<file path="src/rtl/instr_encoder_writer.sv">
// RV32I instruction encoder feeding a small FIFO that streams encoded words
// to instruction memory at an auto-incrementing, word-aligned address.
module instr_encoder_writer #(
  parameter int                ADDR_W     = 32,
  parameter logic [ADDR_W-1:0] BASE_ADDR  = 32'h8000_0000,
  parameter int                FIFO_DEPTH = 2
) (
  input  logic              clk,
  input  logic              rst_n,
  input  logic              in_valid,
  output logic              in_ready,
  input  logic [5:0]        in_id,
  input  logic [4:0]        in_rd,
  input  logic [4:0]        in_rs1,
  input  logic [4:0]        in_rs2,
  input  logic [31:0]       in_imm,
  input  logic              addr_load,
  input  logic [ADDR_W-1:0] addr_val,
  output logic              wr_valid,
  input  logic              wr_ready,
  output logic [ADDR_W-1:0] wr_addr,
  output logic [31:0]       wr_data,
  output logic [15:0]       count,
  output logic              illegal,
  output logic [5:0]        illegal_id
);

  localparam int PTR_W = $clog2(FIFO_DEPTH);
  localparam logic [PTR_W:0] FULL_OCC = (PTR_W+1)'(FIFO_DEPTH);

  localparam logic [5:0]
    ID_LUI = 6'd0, ID_AUIPC = 6'd1, ID_JAL = 6'd2, ID_JALR = 6'd3,
    ID_BEQ = 6'd4, ID_BNE = 6'd5, ID_BLT = 6'd6, ID_BGE = 6'd7, ID_BLTU = 6'd8, ID_BGEU = 6'd9,
    ID_LB = 6'd10, ID_LH = 6'd11, ID_LW = 6'd12, ID_LBU = 6'd13, ID_LHU = 6'd14,
    ID_SB = 6'd15, ID_SH = 6'd16, ID_SW = 6'd17,
    ID_ADDI = 6'd18, ID_SLTI = 6'd19, ID_SLTIU = 6'd20, ID_XORI = 6'd21, ID_ORI = 6'd22,
    ID_ANDI = 6'd23, ID_SLLI = 6'd24, ID_SRLI = 6'd25, ID_SRAI = 6'd26,
    ID_ADD = 6'd27, ID_SUB = 6'd28, ID_SLL = 6'd29, ID_SLT = 6'd30, ID_SLTU = 6'd31,
    ID_XOR = 6'd32, ID_SRL = 6'd33, ID_SRA = 6'd34, ID_OR = 6'd35, ID_AND = 6'd36,
    ID_FENCE = 6'd37, ID_ECALL = 6'd38, ID_EBREAK = 6'd39,
    ID_CSRRW = 6'd40, ID_CSRRS = 6'd41, ID_CSRRC = 6'd42,
    ID_CSRRWI = 6'd43, ID_CSRRSI = 6'd44, ID_CSRRCI = 6'd45;

  localparam logic [6:0]
    OPC_LUI = 7'b0110111, OPC_AUIPC = 7'b0010111, OPC_JAL = 7'b1101111, OPC_JALR = 7'b1100111,
    OPC_BR = 7'b1100011, OPC_LD = 7'b0000011, OPC_ST = 7'b0100011, OPC_OPI = 7'b0010011,
    OPC_OP = 7'b0110011, OPC_FENCE = 7'b0001111, OPC_SYS = 7'b1110011;

  localparam logic [6:0] F7_ALT = 7'b0100000;

  typedef enum logic [2:0] {FMT_R, FMT_I, FMT_SH, FMT_S, FMT_B, FMT_U, FMT_J, FMT_SYS} fmt_e;

  fmt_e        fmt_s;
  logic [6:0]  opc_s;
  logic [2:0]  f3_s;
  logic [6:0]  f7_s;
  logic        legal_s;
  logic        sys_brk_s;
  logic [31:0] enc_s;

  logic [31:0]       mem_r [FIFO_DEPTH];
  logic [PTR_W-1:0]  wr_ptr_r;
  logic [PTR_W-1:0]  rd_ptr_r;
  logic [PTR_W:0]    occ_r;
  logic [ADDR_W-1:0] wr_addr_r;
  logic [15:0]       count_r;
  logic              illegal_r;
  logic [5:0]        illegal_id_r;

  logic accept_s;
  logic push_s;
  logic pop_s;
  logic unused_s;

  // Bits the word formats never consume.
  assign unused_s = &{1'b0, in_imm[31:21], addr_val[1:0]};

  // Decode the symbolic id into opcode, funct fields and word format.
  always_comb begin
    opc_s = 7'd0; f3_s = 3'd0; f7_s = 7'd0; fmt_s = FMT_R; legal_s = 1'b1; sys_brk_s = 1'b0;
    case (in_id)
      ID_LUI:    begin opc_s = OPC_LUI;   fmt_s = FMT_U; end
      ID_AUIPC:  begin opc_s = OPC_AUIPC; fmt_s = FMT_U; end
      ID_JAL:    begin opc_s = OPC_JAL;   fmt_s = FMT_J; end
      ID_JALR:   begin opc_s = OPC_JALR;  fmt_s = FMT_I; end
      ID_BEQ:    begin opc_s = OPC_BR; fmt_s = FMT_B; f3_s = 3'b000; end
      ID_BNE:    begin opc_s = OPC_BR; fmt_s = FMT_B; f3_s = 3'b001; end
      ID_BLT:    begin opc_s = OPC_BR; fmt_s = FMT_B; f3_s = 3'b100; end
      ID_BGE:    begin opc_s = OPC_BR; fmt_s = FMT_B; f3_s = 3'b101; end
      ID_BLTU:   begin opc_s = OPC_BR; fmt_s = FMT_B; f3_s = 3'b110; end
      ID_BGEU:   begin opc_s = OPC_BR; fmt_s = FMT_B; f3_s = 3'b111; end
      ID_LB:     begin opc_s = OPC_LD; fmt_s = FMT_I; f3_s = 3'b000; end
      ID_LH:     begin opc_s = OPC_LD; fmt_s = FMT_I; f3_s = 3'b001; end
      ID_LW:     begin opc_s = OPC_LD; fmt_s = FMT_I; f3_s = 3'b010; end
      ID_LBU:    begin opc_s = OPC_LD; fmt_s = FMT_I; f3_s = 3'b100; end
      ID_LHU:    begin opc_s = OPC_LD; fmt_s = FMT_I; f3_s = 3'b101; end
      ID_SB:     begin opc_s = OPC_ST; fmt_s = FMT_S; f3_s = 3'b000; end
      ID_SH:     begin opc_s = OPC_ST; fmt_s = FMT_S; f3_s = 3'b001; end
      ID_SW:     begin opc_s = OPC_ST; fmt_s = FMT_S; f3_s = 3'b010; end
      ID_ADDI:   begin opc_s = OPC_OPI; fmt_s = FMT_I; f3_s = 3'b000; end
      ID_SLTI:   begin opc_s = OPC_OPI; fmt_s = FMT_I; f3_s = 3'b010; end
      ID_SLTIU:  begin opc_s = OPC_OPI; fmt_s = FMT_I; f3_s = 3'b011; end
      ID_XORI:   begin opc_s = OPC_OPI; fmt_s = FMT_I; f3_s = 3'b100; end
      ID_ORI:    begin opc_s = OPC_OPI; fmt_s = FMT_I; f3_s = 3'b110; end
      ID_ANDI:   begin opc_s = OPC_OPI; fmt_s = FMT_I; f3_s = 3'b111; end
      ID_SLLI:   begin opc_s = OPC_OPI; fmt_s = FMT_SH; f3_s = 3'b001; end
      ID_SRLI:   begin opc_s = OPC_OPI; fmt_s = FMT_SH; f3_s = 3'b101; end
      ID_SRAI:   begin opc_s = OPC_OPI; fmt_s = FMT_SH; f3_s = 3'b101; f7_s = F7_ALT; end
      ID_ADD:    begin opc_s = OPC_OP; f3_s = 3'b000; end
      ID_SUB:    begin opc_s = OPC_OP; f3_s = 3'b000; f7_s = F7_ALT; end
      ID_SLL:    begin opc_s = OPC_OP; f3_s = 3'b001; end
      ID_SLT:    begin opc_s = OPC_OP; f3_s = 3'b010; end
      ID_SLTU:   begin opc_s = OPC_OP; f3_s = 3'b011; end
      ID_XOR:    begin opc_s = OPC_OP; f3_s = 3'b100; end
      ID_SRL:    begin opc_s = OPC_OP; f3_s = 3'b101; end
      ID_SRA:    begin opc_s = OPC_OP; f3_s = 3'b101; f7_s = F7_ALT; end
      ID_OR:     begin opc_s = OPC_OP; f3_s = 3'b110; end
      ID_AND:    begin opc_s = OPC_OP; f3_s = 3'b111; end
      ID_FENCE:  begin opc_s = OPC_FENCE; fmt_s = FMT_I; end
      ID_ECALL:  begin opc_s = OPC_SYS; fmt_s = FMT_SYS; end
      ID_EBREAK: begin opc_s = OPC_SYS; fmt_s = FMT_SYS; sys_brk_s = 1'b1; end
      ID_CSRRW:  begin opc_s = OPC_SYS; fmt_s = FMT_I; f3_s = 3'b001; end
      ID_CSRRS:  begin opc_s = OPC_SYS; fmt_s = FMT_I; f3_s = 3'b010; end
      ID_CSRRC:  begin opc_s = OPC_SYS; fmt_s = FMT_I; f3_s = 3'b011; end
      ID_CSRRWI: begin opc_s = OPC_SYS; fmt_s = FMT_I; f3_s = 3'b101; end
      ID_CSRRSI: begin opc_s = OPC_SYS; fmt_s = FMT_I; f3_s = 3'b110; end
      ID_CSRRCI: begin opc_s = OPC_SYS; fmt_s = FMT_I; f3_s = 3'b111; end
      default:   begin legal_s = 1'b0; end
    endcase
  end

  // Assemble the machine word; fields a format does not use stay zero.
  always_comb begin
    enc_s = 32'd0;
    case (fmt_s)
      FMT_R:   enc_s = {f7_s, in_rs2, in_rs1, f3_s, in_rd, opc_s};
      FMT_I:   enc_s = {in_imm[11:0], in_rs1, f3_s, in_rd, opc_s};
      FMT_SH:  enc_s = {f7_s, in_imm[4:0], in_rs1, f3_s, in_rd, opc_s};
      FMT_S:   enc_s = {in_imm[11:5], in_rs2, in_rs1, f3_s, in_imm[4:0], opc_s};
      FMT_B:   enc_s = {in_imm[12], in_imm[10:5], in_rs2, in_rs1, f3_s,
                        in_imm[4:1], in_imm[11], opc_s};
      FMT_U:   enc_s = {in_imm[19:0], in_rd, opc_s};
      FMT_J:   enc_s = {in_imm[20], in_imm[10:1], in_imm[11], in_imm[19:12], in_rd, opc_s};
      FMT_SYS: enc_s = {11'd0, sys_brk_s, 13'd0, opc_s};
      default: enc_s = 32'd0;
    endcase
  end

  assign in_ready   = (occ_r != FULL_OCC);
  assign wr_valid   = (occ_r != '0);
  assign wr_data    = mem_r[rd_ptr_r];
  assign wr_addr    = wr_addr_r;
  assign count      = count_r;
  assign illegal    = illegal_r;
  assign illegal_id = illegal_id_r;

  assign accept_s = in_valid && in_ready;
  assign push_s   = accept_s && legal_s;
  assign pop_s    = wr_valid && wr_ready;

  // FIFO, write address, completion counter and sticky illegal capture.
  always_ff @(posedge clk or negedge rst_n) begin
    if (!rst_n) begin
      for (int i = 0; i < FIFO_DEPTH; i++) mem_r[i] <= 32'd0;
      wr_ptr_r     <= '0;
      rd_ptr_r     <= '0;
      occ_r        <= '0;
      wr_addr_r    <= BASE_ADDR;
      count_r      <= 16'd0;
      illegal_r    <= 1'b0;
      illegal_id_r <= 6'd0;
    end else begin
      if (push_s) begin
        mem_r[wr_ptr_r] <= enc_s;
        wr_ptr_r        <= wr_ptr_r + PTR_W'(1);
      end
      if (pop_s) begin
        rd_ptr_r <= rd_ptr_r + PTR_W'(1);
        count_r  <= count_r + 16'd1;
      end
      case ({push_s, pop_s})
        2'b10:   occ_r <= occ_r + (PTR_W+1)'(1);
        2'b01:   occ_r <= occ_r - (PTR_W+1)'(1);
        default: occ_r <= occ_r;
      endcase
      // A load wins over the increment; the completing write already used the old address.
      if (addr_load) begin
        wr_addr_r <= {addr_val[ADDR_W-1:2], 2'b00};
      end else if (pop_s) begin
        wr_addr_r <= wr_addr_r + ADDR_W'(4);
      end
      if (accept_s && !legal_s && !illegal_r) begin
        illegal_r    <= 1'b1;
        illegal_id_r <= in_id;
      end
    end
  end

endmodule

</file>
<file path="config.mk">
export PLATFORM = sky130hd
export DESIGN_NAME = instr_encoder_writer
export DESIGN_NICKNAME = d
export VERILOG_FILES = /design/src/rtl/instr_encoder_writer.sv
export SDC_FILE = /design/constraint.sdc
export NUM_CORES = 1
export LEC_CHECK = 0
export CAP_MARGIN = 20
export CORE_MARGIN = 2
export CORE_UTILIZATION = 45
export DETAILED_ROUTE_END_ITERATION = 10
export GPL_ROUTABILITY_DRIVEN = 0
export PLACE_DENSITY = 0.78
export SETUP_SLACK_MARGIN = 0.02
export SLEW_MARGIN = 20
export SYNTH_ARGS = -nofsm -noshare
export SYNTH_HDL_FRONTEND = slang
export SYNTH_SLANG_ARGS = --single-unit
export TNS_END_PERCENT = 5
</file>
<file path="constraint.sdc">
create_clock -name clk -period 1.85 [get_ports clk]
set_input_delay 0.37 -clock clk [delete_from_list [all_inputs] [get_ports clk]]
set_output_delay 0.37 -clock clk [all_outputs]
set_load 0.01 [all_outputs]
</file>
==> impl_metrics.toml <==
[global_route]
grt_pass1_wl_mm = 34.16
grt_util_all_layers_pct = 26.85
grt_start_max_net_pins = 58
antenna_found_initial = 0
grt_pass1_vias = 6680
gr-total-overflow = 0

[sta]
drv_slew = 0
fin_worst_hold_slack_ns = 0.4522
fmaxAchievable_ghz = 0.5184
rsz0062_at_grt = "true"
worst_slack_ns = -0.07885
final_hold_viol_count = 0
min_period_over_period_pct = 104.3
period_needed_ns = 1.929
skew_ns = 0.007195
setup_viol = 32

[clock_network]
cts_sinks = 119
cts_tree = "yes"
clk_latency_ns = 0.42
cts_buffers = 17
path_clk_slew_ns = 0.06
clockRootBuffer = "clkbuf_16"
clockBufferDepth = 2
htreeDepth = 4

[worst_setup_path]
reg2reg_to = "wr_addr[27]$_DFFE_PN0N_"
crit_arrival_ns = 1.56
path_cells = "buf_6 -> buf_12 -> mux2_4 -> buf_6"
critPathLaunchType = "register"
path_buf_inv = 3
required_ns = 1.48
crit_fanout = 8
end_kind = "primary output"
cp_common_cell = "buf_6"
rr_worst_depth = 5
cpPeakStageDelay_ns = 0.41
r2r_start = "wr_addr[17]$_DFFE_PN0N_"
worstSetupPathType = "register to primary output"
r2r_slack_ns = 0.09
crit_family = "buffers and inverters"
slowest_stage = "dfrtp_2"

[outcome]
status = "finished, violations left"
violations = "negative setup slack"

[route]
wl_mm = 21.35
post-route-drc-count = 0
first_pass_iters = 6
viasPerCell = 5.730
vias = 6687
wire_per_inst_um = 18.30
antenna_violating_nets_post_route = 0
drtIter0Drc = 636

[power_and_ir_drop]
vdd_ir_drop_max_uv = 919.0
power_density_mw_per_mm2 = 1243
leakagePower_nw = 4.497

[placement]
dp.cells = 1128
port_buffers = 163
place_hpwl_mm = 14.73
placed_cell_area_mm2 = 0.009331

[floorplan]
initial_core_util_pct = 46.31
die_h_um = 126.5
die-area_mm2 = 0.01601
rows = 44
die_width_um = 126.5
core_area_mm2 = 0.01459
pin_count = 179

[finish]
fin_nets = 1063
design_area_mm2 = 0.01028
final_cells = 1167
fill_cells = 1055
antenna_cells = 0
finish.utilization_pct = 70.46
syn_to_final_growth_pct = 52.15
drive_above_1_share_pct = 27.98

[synthesis]
synth_warnings = 0
seq_area_frac_synth_pct = 44.09
yosysMostFrequentCell = "dfrtp_1"
synth_flop_cell = "dfrtp_1"
netlist.area_leader.share_pct = 43.70
synth_area_per_cell_um2 = 9.358
syn_area_mm2 = 0.006756
synth-edff-count = 0
synthTopCellsByArea = "dfrtp_1 (44%), mux2_2 (7.0%), nand2_1 (5.9%)"
netlist_instances = 722
ys_ff_latch = 119
synth_commonest_cells = "dfrtp_1 (118), nand2_1 (107), o21ai_0 (79), mux2_2 (42), nor2_1 (34)"
ys_types = 74
async_reset_ff_share_pct = 100.0
yosys.area.top_type = "dfrtp_1"

[job]
maxCapViolCount = 0

[hold_path]
hp-class = "input pin to asynchronous set/reset pin"
how the worst max path moves through the flow:
stage / from / endpoint / slack (ns) / cells past startpoint
3_5_place_dp: in_id[2] / mem_r[53]$_DFFE_PN0P_ / -0.57 / 8
4_1_cts: rd_ptr_r$_DFFE_PN0P_ / wr_data[21] / -0.09 / 4
6_report: rd_ptr_r$_DFFE_PN0P_ / wr_data[21] / -0.08 / 4
5_1_grt: rd_ptr_r$_DFFE_PN0P_ / wr_data[29] / -0.13 / 4
3_3_place_gp: in_id[3] / mem_r[44]$_DFFE_PN0P_ / -0.56 / 8
2_1_floorplan: in_id[1] / mem_r[46]$_DFFE_PN0P_ / 0.02 / 7
state kept, by name, indices dropped and copies added, names as in the netlist:
register	flops
count	16
illegal	1
illegal_id	6
mem_r	62
occ_r	2
rd_ptr_r	1
wr_addr	30
wr_ptr_r	1
repair_timing:
item	CTS	global route
hold endpoints to repair	30	0
setup buffers	5	0
setup endpoints to repair	94	85
pin swaps	5	3
gates cloned	3	0
hold buffers	1	0
resized for setup	212	32
cell usage in the layout (no fill, tap or decap), types with 5 or more instances in the layout:
cell type          n
clkdlybuf4s50_1  112
dfrtp_1          111
nand2_1          107
buf_4             96
o21ai_0           72
buf_6             37
nor2_1            34
mux2_2            32
xnor2_1           29
o21ai_1           22
nand3_1           20
xor2_1            18
clkbuf_16         17
nand4_1           14
a31oi_1           14
and3_1            13
a21oi_1           12
a22oi_1           11
buf_12            11
mux2_4            10
dlygate4sd2_1     10
nand2b_1           9
nor2b_1            9
inv_1              8
nor3_1             8
nor3_2             7
dfrtp_2            7
a22oi_2            6
dlymetal6s2s_1     6
a222oi_1           5
clkinv_2           5
power breakdown:
part / leakage (nW) / internal (mW) / switching, mW / total (mW)
clock network: 0.283 / 2.11 / 1.22 / 3.33
logic: 2.75 / 3.08 / 2.38 / 5.45
registers: 1.46 / 3.46 / 0.528 / 3.99
metrics by stage:
stage	total power [mW]	setup TNS, ns	setup WS [ns]
floorplan	6.281	0	0.02482
global placement	8.647	-35.34	-0.5584
detailed placement	8.755	-38.51	-0.5714
CTS	12.72	-2.363	-0.09469
global route	13.49	-3.535	-0.1270
finish	12.78	-1.845	-0.07885
logic make-up (layout without fill, tap and decap cells):
| family | Yosys count | after routing | share of synthesized area [%] |
|---|---|---|---|
| buffers and inverters | 61 | 321 | 4.130 |
| flip-flops | 119 | 119 | 44.09 |
| XOR/XNOR | 47 | 47 | 6.093 |
| multiplexers | 44 | 44 | 7.296 |
| adder cells (fa/ha/maj) | 3 | 3 | 0.5556 |
| AO/OA/AOI/OAI | 186 | 186 | 17.63 |
| other | 1 | 2 | 0.05550 |
| AND/OR/NAND/NOR | 261 | 261 | 20.15 |
metal layers:
metal	wire length, µm	part of all wire (%)	up-vias	track usage [%]
met2	9959	47	316	42.03
met1	8859	41	3172	35.14
li1	-	-	3116	-
met5	0	0	-	0
met4	801	3.8	0	12.61
met3	1733	8.1	83	6.622
layout make-up:
type	count	area, µm²	area share (%)
inverter	9	33.78	0.3286
clock inverter	13	155.1	1.509
tap	184	230.2	2.240
clock buffer	19	432.9	4.211
sequential	119	2988	29.07
timing repair buffer	280	2759	26.84
multi-input combinational	543	3681	35.81
No activity file was read; power rests on OpenSTA's default activity.
